## config.mk

```make
export PLATFORM = sky130hd
export DESIGN_NAME = audio_mixer_n
export DESIGN_NICKNAME = d
export VERILOG_FILES = /design/src/rtl/audio_mixer_n.sv
export SDC_FILE = /design/constraint.sdc
export NUM_CORES = 2
export LEC_CHECK = 0
export ABC_AREA = 0
export CAP_MARGIN = 40
export CORE_MARGIN = 4
export CORE_UTILIZATION = 45
export CTS_BUF_LIST = sky130_fd_sc_hd__clkbuf_16
export DETAILED_ROUTE_END_ITERATION = 7
export PLACE_DENSITY_LB_ADDON = 0.3
export RECOVER_POWER = 50
export SETUP_SLACK_MARGIN = 0.4
export SKIP_CTS_REPAIR_TIMING = 1
export SYNTH_ARGS = -nofsm -noshare
export SYNTH_HDL_FRONTEND = slang
export SYNTH_SLANG_ARGS = --single-unit
```

## constraint.sdc

```tcl
create_clock -name mclk -period 16.2 [get_ports mclk]
set_clock_uncertainty 0.15 [all_clocks]
set_input_delay 4.86 -clock mclk [delete_from_list [all_inputs] [get_ports mclk]]
set_output_delay 4.86 -clock mclk [all_outputs]
set_load 0.01 [all_outputs]
```

## src/rtl/audio_mixer_n.sv

```systemverilog
// N-channel audio mixer: on each pblrc falling edge, sums gain-scaled channels,
// applies master gain with saturation, and writes the result into a circular sample buffer.
module audio_mixer_n #(
  parameter int NUM_CH      = 6,
  parameter int SAMPLE_BITS = 16,
  parameter int VOLUME_BITS = 8,
  parameter int BUF_LEN     = 32,
  parameter int LAG         = 1,
  localparam int IW         = $clog2(BUF_LEN)
) (
  input  logic                          mclk,
  input  logic                          rstn,
  input  logic                          pblrc,
  input  logic [NUM_CH*SAMPLE_BITS-1:0] samples,
  input  logic [NUM_CH*VOLUME_BITS-1:0] ch_vol,
  input  logic [NUM_CH-1:0]             ch_mute,
  input  logic [VOLUME_BITS-1:0]        master_vol,
  input  logic [IW-1:0]                 rd_index,
  output logic [SAMPLE_BITS-1:0]        rd_sample,
  output logic                          mix_valid,
  output logic                          busy,
  output logic                          clip,
  output logic                          overrun,
  input  logic                          flag_clr,
  output logic [1:0]                    dbg_state
);

  localparam int CHW   = (NUM_CH > 1) ? $clog2(NUM_CH) : 1;
  localparam int ACC_W = SAMPLE_BITS + VOLUME_BITS + $clog2(NUM_CH) + 1;
  localparam int SW    = ACC_W + VOLUME_BITS + 1;
  localparam logic [CHW-1:0] LAST_CH = CHW'(NUM_CH - 1);
  localparam logic signed [SW-1:0] MAX_S = {{(SW-SAMPLE_BITS+1){1'b0}}, {(SAMPLE_BITS-1){1'b1}}};
  localparam logic signed [SW-1:0] MIN_S = ~MAX_S;

  typedef enum logic [1:0] {IDLE, ACCUM, SCALE, WRITE} state_t;

  state_t                        state_q;
  logic                          sync1_q, sync2_q, sync3_q;
  logic [CHW-1:0]                ch_q;
  logic signed [ACC_W-1:0]       acc_q;
  logic [NUM_CH*SAMPLE_BITS-1:0] smp_q;
  logic [NUM_CH*VOLUME_BITS-1:0] vol_q;
  logic [NUM_CH-1:0]             mute_q;
  logic [VOLUME_BITS-1:0]        mvol_q;
  logic [IW-1:0]                 wr_idx_q;
  logic [SAMPLE_BITS-1:0]        res_q;
  logic                          mix_valid_q, busy_q, clip_q, overrun_q;
  logic [SAMPLE_BITS-1:0]        buf_q [BUF_LEN];
  logic [SAMPLE_BITS-1:0]        rd_sample_q;

  logic                          edge_det;
  logic signed [SAMPLE_BITS-1:0] smp_sel;
  logic [VOLUME_BITS-1:0]        vol_sel;
  logic signed [ACC_W-1:0]       smp_ext, vol_ext, prod, acc_d, acc_sh;
  logic signed [SW-1:0]          sh_ext, mv_ext, scaled;
  logic [SAMPLE_BITS-1:0]        res_d;
  logic                          sat_d;

  assign edge_det = sync3_q & ~sync2_q;

  always_comb begin
    smp_sel = smp_q[ch_q*SAMPLE_BITS +: SAMPLE_BITS];
    vol_sel = vol_q[ch_q*VOLUME_BITS +: VOLUME_BITS];
    smp_ext = {{(ACC_W-SAMPLE_BITS){smp_sel[SAMPLE_BITS-1]}}, smp_sel};
    vol_ext = {{(ACC_W-VOLUME_BITS){1'b0}}, vol_sel};
    prod    = mute_q[ch_q] ? '0 : smp_ext * vol_ext;
    acc_d   = acc_q + prod;
    // Floor shifts on signed values, widened so the master product cannot wrap.
    acc_sh  = acc_q >>> VOLUME_BITS;
    sh_ext  = {{(SW-ACC_W){acc_sh[ACC_W-1]}}, acc_sh};
    mv_ext  = {{(SW-VOLUME_BITS){1'b0}}, mvol_q};
    scaled  = (sh_ext * mv_ext) >>> VOLUME_BITS;
    sat_d   = 1'b0;
    res_d   = scaled[SAMPLE_BITS-1:0];
    if (scaled > MAX_S) begin
      res_d = MAX_S[SAMPLE_BITS-1:0];
      sat_d = 1'b1;
    end else if (scaled < MIN_S) begin
      res_d = MIN_S[SAMPLE_BITS-1:0];
      sat_d = 1'b1;
    end
  end

  always_ff @(posedge mclk or negedge rstn) begin
    if (!rstn) begin
      state_q     <= IDLE;
      sync1_q     <= 1'b0;
      sync2_q     <= 1'b0;
      sync3_q     <= 1'b0;
      ch_q        <= '0;
      acc_q       <= '0;
      smp_q       <= '0;
      vol_q       <= '0;
      mute_q      <= '0;
      mvol_q      <= '0;
      wr_idx_q    <= '0;
      res_q       <= '0;
      mix_valid_q <= 1'b0;
      busy_q      <= 1'b0;
      clip_q      <= 1'b0;
      overrun_q   <= 1'b0;
    end else begin
      sync1_q     <= pblrc;
      sync2_q     <= sync1_q;
      sync3_q     <= sync2_q;
      mix_valid_q <= 1'b0;
      if (flag_clr)                          overrun_q <= 1'b0;
      else if (edge_det && state_q != IDLE)  overrun_q <= 1'b1;
      if (flag_clr)                          clip_q <= 1'b0;
      else if (state_q == SCALE && sat_d)    clip_q <= 1'b1;
      case (state_q)
        IDLE: if (edge_det) begin
          smp_q    <= samples;
          vol_q    <= ch_vol;
          mute_q   <= ch_mute;
          mvol_q   <= master_vol;
          wr_idx_q <= rd_index - IW'(LAG);
          acc_q    <= '0;
          ch_q     <= '0;
          busy_q   <= 1'b1;
          state_q  <= ACCUM;
        end
        ACCUM: begin
          acc_q <= acc_d;
          if (ch_q == LAST_CH) state_q <= SCALE;
          else                 ch_q    <= ch_q + 1'b1;
        end
        SCALE: begin
          res_q       <= res_d;
          mix_valid_q <= 1'b1;
          state_q     <= WRITE;
        end
        WRITE: begin
          busy_q  <= 1'b0;
          state_q <= IDLE;
        end
        default: state_q <= IDLE;
      endcase
    end
  end

  // Nonblocking read of the pre-write contents gives read-before-write on a shared index.
  always_ff @(posedge mclk or negedge rstn) begin
    if (!rstn) begin
      for (int i = 0; i < BUF_LEN; i++) buf_q[i] <= '0;
      rd_sample_q <= '0;
    end else begin
      if (state_q == WRITE) buf_q[wr_idx_q] <= res_q;
      rd_sample_q <= buf_q[rd_index];
    end
  end

  assign rd_sample = rd_sample_q;
  assign mix_valid = mix_valid_q;
  assign busy      = busy_q;
  assign clip      = clip_q;
  assign overrun   = overrun_q;
  assign dbg_state = state_q;

endmodule

```

Yosys cells after proc, flatten, opt, wreduce, memory -nomap -nowiden
Cells that the tools add are included.

storage, ports and cells
  bits in registers = 747
  input port bits = 167
  output and inout port bits = 22
  word-level logic and storage cells = 115

cells by class
  add/subtract/negate cells = 3
  multiply operators = 2
  order comparisons = 6
  eq/ne operators = 7
  shifts and indexed selects = 2
  mux-type cells = 28
  bitwise gates (word level) = 4
  reduce and logical (&&, ||, !) cells = 14

operators by type and width
  kind                                                      count
  bitwise mux 512 bit                                       1
  indexed part select 96 x 8 -> 16 bit                      1
  binary-select mux 16 bit (select 5 bit)                   1
  demux 16 bit (select 5 bit)                               1
  two-way mux 16 bit                                        5
  two-way mux 28 bit                                        2
  one-hot mux 28 bit (2 select lines)                       1
  indexed part select 48 x 7 -> 8 bit                       1
  multiplier 20 x 9 -> 29 bit                               1
  adder 28 bit                                              1
  multiplier 16 x 9 -> 25 bit                               1
  > comparator 21 x 16 -> 1 bit, second input constant      1
  < comparator 21 x 16 -> 1 bit, second input constant      1
  greater-or-equal comparator 6 bit, second input constant  2
  NOT 5 -> 6 bit                                            2
  nonzero test 2 bit                                        5
  two-way mux 1 bit                                         9
  one-hot mux 2 bit (4 select lines)                        1
  AND reduction 2 bit                                       4
  < comparator 6 x 1 -> 1 bit, second input constant        1
  two-way mux 3 bit                                         2
  != test 2 bit, second input constant                      3
  one-hot mux 3 bit (2 select lines)                        1
  subtractor 5 x 1 -> 5 bit, second input constant          1
  13 further kinds                                          17

Longest topological paths before layout
  depth in word-level cells = 7
  gate-level depth with buffers = 39

Worst setup path before layout
No wires, ideal clock.

  path type = flip-flop to flip-flop
  start point = register ch_q[0]
  end point = register acc_q[27]
  library setup time = 0.080 ns
  arrival = 8.369 ns
  data required time = 15.970 ns
  path slack = 7.601 ns
  stages on the path, launching flop included = 37
  buffers on the path = 4
  clock period less this slack = 8.599 ns
  path through = dfrtp_1 buf_6 clkbuf_1 buf_1 mux2i_1 o21ai_1 clkbuf_1 nand2_1 fa_1 inv_1 fa_1 inv_1 fa_1 fa_1 inv_1 ha_1 o21a_2 o31a_4 o22ai_2 o211ai_2 or2_1 a21o_1 a41oi_1 xnor2_1 nor2_1 ha_1 nand3_1 nor2_1 nand2_1 nor2_1 o211ai_1 a211oi_1 o21ai_1 a211oi_1 nor3_1 or4_4 o211ai_2

on the way
  longest elaborated chain between the ends = 5
  elaborated cells on any way between the ends = 8
  those cells by class = 1 x add/sub; 1 x mul; 2 x shift; 4 x mux

RTL lines
  element                                                           RTL line  text
  start, declared                                                   39        logic [CHW-1:0] ch_q;
  start signal, assigned                                            126       else ch_q <= ch_q + 1'b1;
  indexed part select 96 x 8 -> 16 bit (tied with other cells)      62        smp_sel = smp_q[ch_q*SAMPLE_BITS +: SAMPLE_BITS];
  multiplier 16 x 9 -> 25 bit or two-way mux 1 bit (tied branches)  66        prod = mute_q[ch_q] ? '0 : smp_ext * vol_ext;
  two-way mux 28 bit *                                              66
  adder 28 bit *                                                    67        acc_d = acc_q + prod;
  one-hot mux 28 bit (2 select lines) *                             111       case (state_q)
  end signal, assigned                                              91        acc_q <= '0;
  end signal, assigned                                              118       acc_q <= '0;
  end signal, assigned                                              124       acc_q <= acc_d;
  end, declared                                                     40        logic signed [ACC_W-1:0] acc_q;

Every way passes the cells marked *; elsewhere a longest branch is shown, timed or not. The select of a mux whose other input is x is not followed.
A chain may end at the register's enable or synchronous reset.

Worst setup path after layout
  start point = register ch_q[1]
  end point = register acc_q[27]

The elaborated chain is that of the path after synthesis.

==> summary.md <==
| Metric | Value |
|---|---|
| CTS tree | `built` |
| P&R area growth vs syn | `13.54%` |
| Max-Cap Viols | `4` |
| CP max stage cell | `clkbuf_1` |
| Status | `finished with violations` |
| Sequential fraction of the synthesis area | `42.09%` |
| Flop-to-flop setup slack | `5.35 ns` |
| Hold Path Origin | `sync1_q` |
| Largest net degree at the start of global routing | `approximately 170` |
| Initial antenna violation count | `2` |
| Worst-Skew Late Latency | `0.66 ns` |
| Avg Cell Area, Syn | `approximately 12 µm²` |
| Post-route ant nets | `0` |
| Unrepaired setup endpoints after global routing | `false` |
| Share of post-route cells with drive strength above 1 | `between 20 and 25%` |
| Max clock buf depth | `3` |
| Critical path's top delay family | `compound AO/OA/AOI/OAI gates` |
| Worst Hold Path EP | `sync2_q` |
| Final period util | `approximately 67%` |
| Mapped Area | `~44000 µm²` |
| Worst Path Arrival | `about 11 ns` |
| Setup TNS Final | `0 ns` |
| CP most frequent cell | `inv_1` |
| Initial DRC Count | `approximately 1.8k` |
| Slew @ Worst Pin | `between 5 and 6 ns` |
| Vias per Instance | `roughly 5.5` |
| Syn Inst Count | `roughly 3.7k` |
| Wire per inst | `20.37 µm` |
| CTS clk-pin slew, worst paths | `0.06 ns` |
| Min Tclk post-route | `~11 ns` |
| Root buffer cell | `clkbuf_16` |
| Critical path buffers and inverters | `7` |
| Drt pass-1 iters | `4` |
| Core area | `97280 µm²` |
| Port Buffers | `~190` |
| Final wirelength | `106200 µm` |
| Clk sink count | `~750` |
| Worst Hold Path Cells | `0` |
| Yosys cell types | `75` |
| Die area | `approximately 100000 µm²` |
| Post-synth ARST share | `between 90% and 100%` |
| Min-delay worst type | `flip-flop to flip-flop` |
| Instance count on the critical path | `36` |
| R2R depth | `36` |
| F_max | `roughly 92 MHz` |
| Number of global-route vias before repair | `around 30k` |
| Synth Flop Type | `dfrtp_1` |
| Critical Path Fanout Max | `28` |
| TritonCTS Buffers | `85` |
| Crit Path Class | `flip-flop to flip-flop` |
| Reg-to-Reg End | `acc_q[27]` |
| Slew margin rel. | `-242.2%` |
| Nets | `between 4k and 5k` |
| Routability Congestion | `roughly 0.8` |
| Slew Viols, Final | `about 250` |
| CP peak stage delay | `~1.3 ns` |
| First-pass GRT wire length | `170600 µm` |
| DIE WIDTH | `roughly 320 µm` |
| Critical Path Start Type | `flip-flop` |
| Vias | `about 28k` |
| Die height | `322.2 µm` |
| Drt drc | `0` |
| Worst setup EP type | `flip-flop` |
| Final global-route overflow total | `0` |
| Yosys reg bits | `approximately 750` |
| Final hold violation count | `0` |
| Starting Density | `a little under half` |
| Syn Nets | `4260` |
| Finish-stage setup viols | `0` |
| Total GRT Usage | `20.84%` |
| Post-synth EDFFs | `0` |
| R2r startpoint | `ch_q[1]` |
| Worst Path Required | `16.64 ns` |
| Yosys warns | `0` |
| H-tree depth | `3` |
| Failing checks | `capacitance limit, slew limit` |
| DP HPWL | `between 70000 and 80000 µm` |
| Row count | `approximately 110` |
| I/O pins | `approximately 190` |
[cell usage after synthesis, types with 4 or more instances]
master | number | share of area, %
inv_1 | 351 | 3.0
nand2b_1 | 24 | 0.34
a311oi_1 | 9 | 0.18
nand4_1 | 4 | 0.056
nand3b_1 | 5 | 0.085
and2_1 | 91 | 1.3
clkbuf_1 | 190 | 1.6
or3_1 | 4 | 0.056
o221ai_1 | 33 | 0.65
a21o_1 | 29 | 0.49
o21ai_0 | 88 | 0.99
a22o_1 | 6 | 0.12
o21ai_1 | 11 | 0.12
mux2_2 | 672 | 17
or2_2 | 9 | 0.13
mux2i_1 | 153 | 3.4
nand3_1 | 16 | 0.18
fa_1 | 228 | 10
a21oi_1 | 95 | 1.1
mux4_2 | 89 | 4.5
nor3_1 | 15 | 0.17
o22ai_1 | 34 | 0.48
buf_1 | 28 | 0.24
nor2_1 | 263 | 2.2
o31ai_1 | 18 | 0.30
xnor2_1 | 38 | 0.75
ha_1 | 138 | 3.9
and3_1 | 6 | 0.085
buf_2 | 5 | 0.056
nand2_1 | 198 | 1.7
o21a_1 | 10 | 0.17
nor3b_1 | 6 | 0.10
nor2b_1 | 11 | 0.15
a211oi_1 | 15 | 0.25
xor2_1 | 27 | 0.53
o21bai_1 | 7 | 0.12
dfrtp_1 | 747 | 42
a31oi_1 | 6 | 0.085
[per-layer routing]
metal / global-route usage, % / part of all wire, % / vias to the layer above
met5: 0 / 0.0066 / -
li1: - / - / 13000
met3: 3.313 / 4.1 / 123
met4: 4.897 / 2.0 / 2
met1: 28.43 / 45 / 14820
met2: 35.28 / 49 / 530
[layout make-up]
| type | count | area [µm²] |
|---|---|---|
| clock buffers | 85 | 2127 |
| multi-input cells | 2402 | 23540 |
| well taps | 1276 | 1597 |
| inverters | 353 | 1325 |
| flip-flops and latches | 747 | 18700 |
| diodes | 1 | 2.502 |
| repair buffers | 276 | 2586 |
| clock inverters | 72 | 556.8 |
| fillers | 8520 | 46850 |
[how the worst max path moves through the flow]
stage | start | end | slack [ns]
5_1_grt | ch_q[1] | acc_q[27] | 4.59
2_1_floorplan | ch_q[0] | acc_q[27] | 7.60
3_3_place_gp | ch_q[0] | acc_q[27] | 6.88
6_report | ch_q[1] | acc_q[27] | 5.35
3_5_place_dp | ch_q[0] | acc_q[27] | 6.78
4_1_cts | ch_q[0] | acc_q[27] | 6.72
[placed cells by master, fill, tap and decap left out, types with 9 or more instances in the layout]
cell / n
dfrtp_1: 746
mux2_2: 671
inv_1: 365
nor2_1: 263
fa_1: 228
nand2_1: 198
clkdlybuf4s50_1: 175
mux2i_1: 153
ha_1: 138
a21oi_1: 95
and2_1: 91
mux4_2: 89
o21ai_0: 86
clkbuf_16: 85
clkbuf_1: 39
xnor2_1: 38
buf_4: 37
o22ai_1: 34
o221ai_1: 33
a21o_1: 29
xor2_1: 27
clkinv_1: 26
nand2b_1: 23
o31ai_1: 18
clkinv_2: 17
nand3_1: 16
nor3_1: 15
a211oi_1: 15
o21ai_1: 12
nor2b_1: 11
o21a_1: 10
a311oi_1: 9
[through the flow]
stage	util [%]	hold slack (ns)	worst slack, ns	cells	instance area, µm²
floorplan	-	0.1812	7.601	3727	44420
global placement	48.85	0.1865	6.882	5022	47520
detailed placement	49.50	0.1879	6.783	5054	48150
CTS	52.26	0.2007	6.717	5211	50840
global route	51.84	0.2129	4.589	5211	50430
finish	51.84	0.2004	5.347	5212	50430
[sequential cells by signal, indices dropped and copies added, names as in the netlist]
| name | cells |
|---|---|
| buf_q | 512 |
| smp_q | 96 |
| vol_q | 48 |
| acc_q | 28 |
| rd_sample | 16 |
| res_q | 16 |
| mvol_q | 8 |
| mute_q | 6 |
| wr_idx_q | 5 |
| ch_q | 3 |
| dbg_state | 2 |
| busy | 1 |
| clip | 1 |
| mix_valid | 1 |
| overrun | 1 |
| sync1_q | 1 |
| sync2_q | 1 |
| sync3_q | 1 |
[cells by family (layout without fill, tap and decap cells)]
logic type	count (synthesis)	in the layout	share of synthesized area (%)
adders and majority gates	367	367	14.19
muxes	915	915	25.03
xor gates and xnor gates	65	65	1.282
other	0	1	0
DFF	747	747	42.09
and+or+nand+nor	663	663	6.753
AOI/OAI and AO/OA	392	392	5.730
buffers and inverters	578	786	4.933
Power is not shown: default switching activity piles up to over one toggle a cycle in this logic, so the estimate is an artifact.
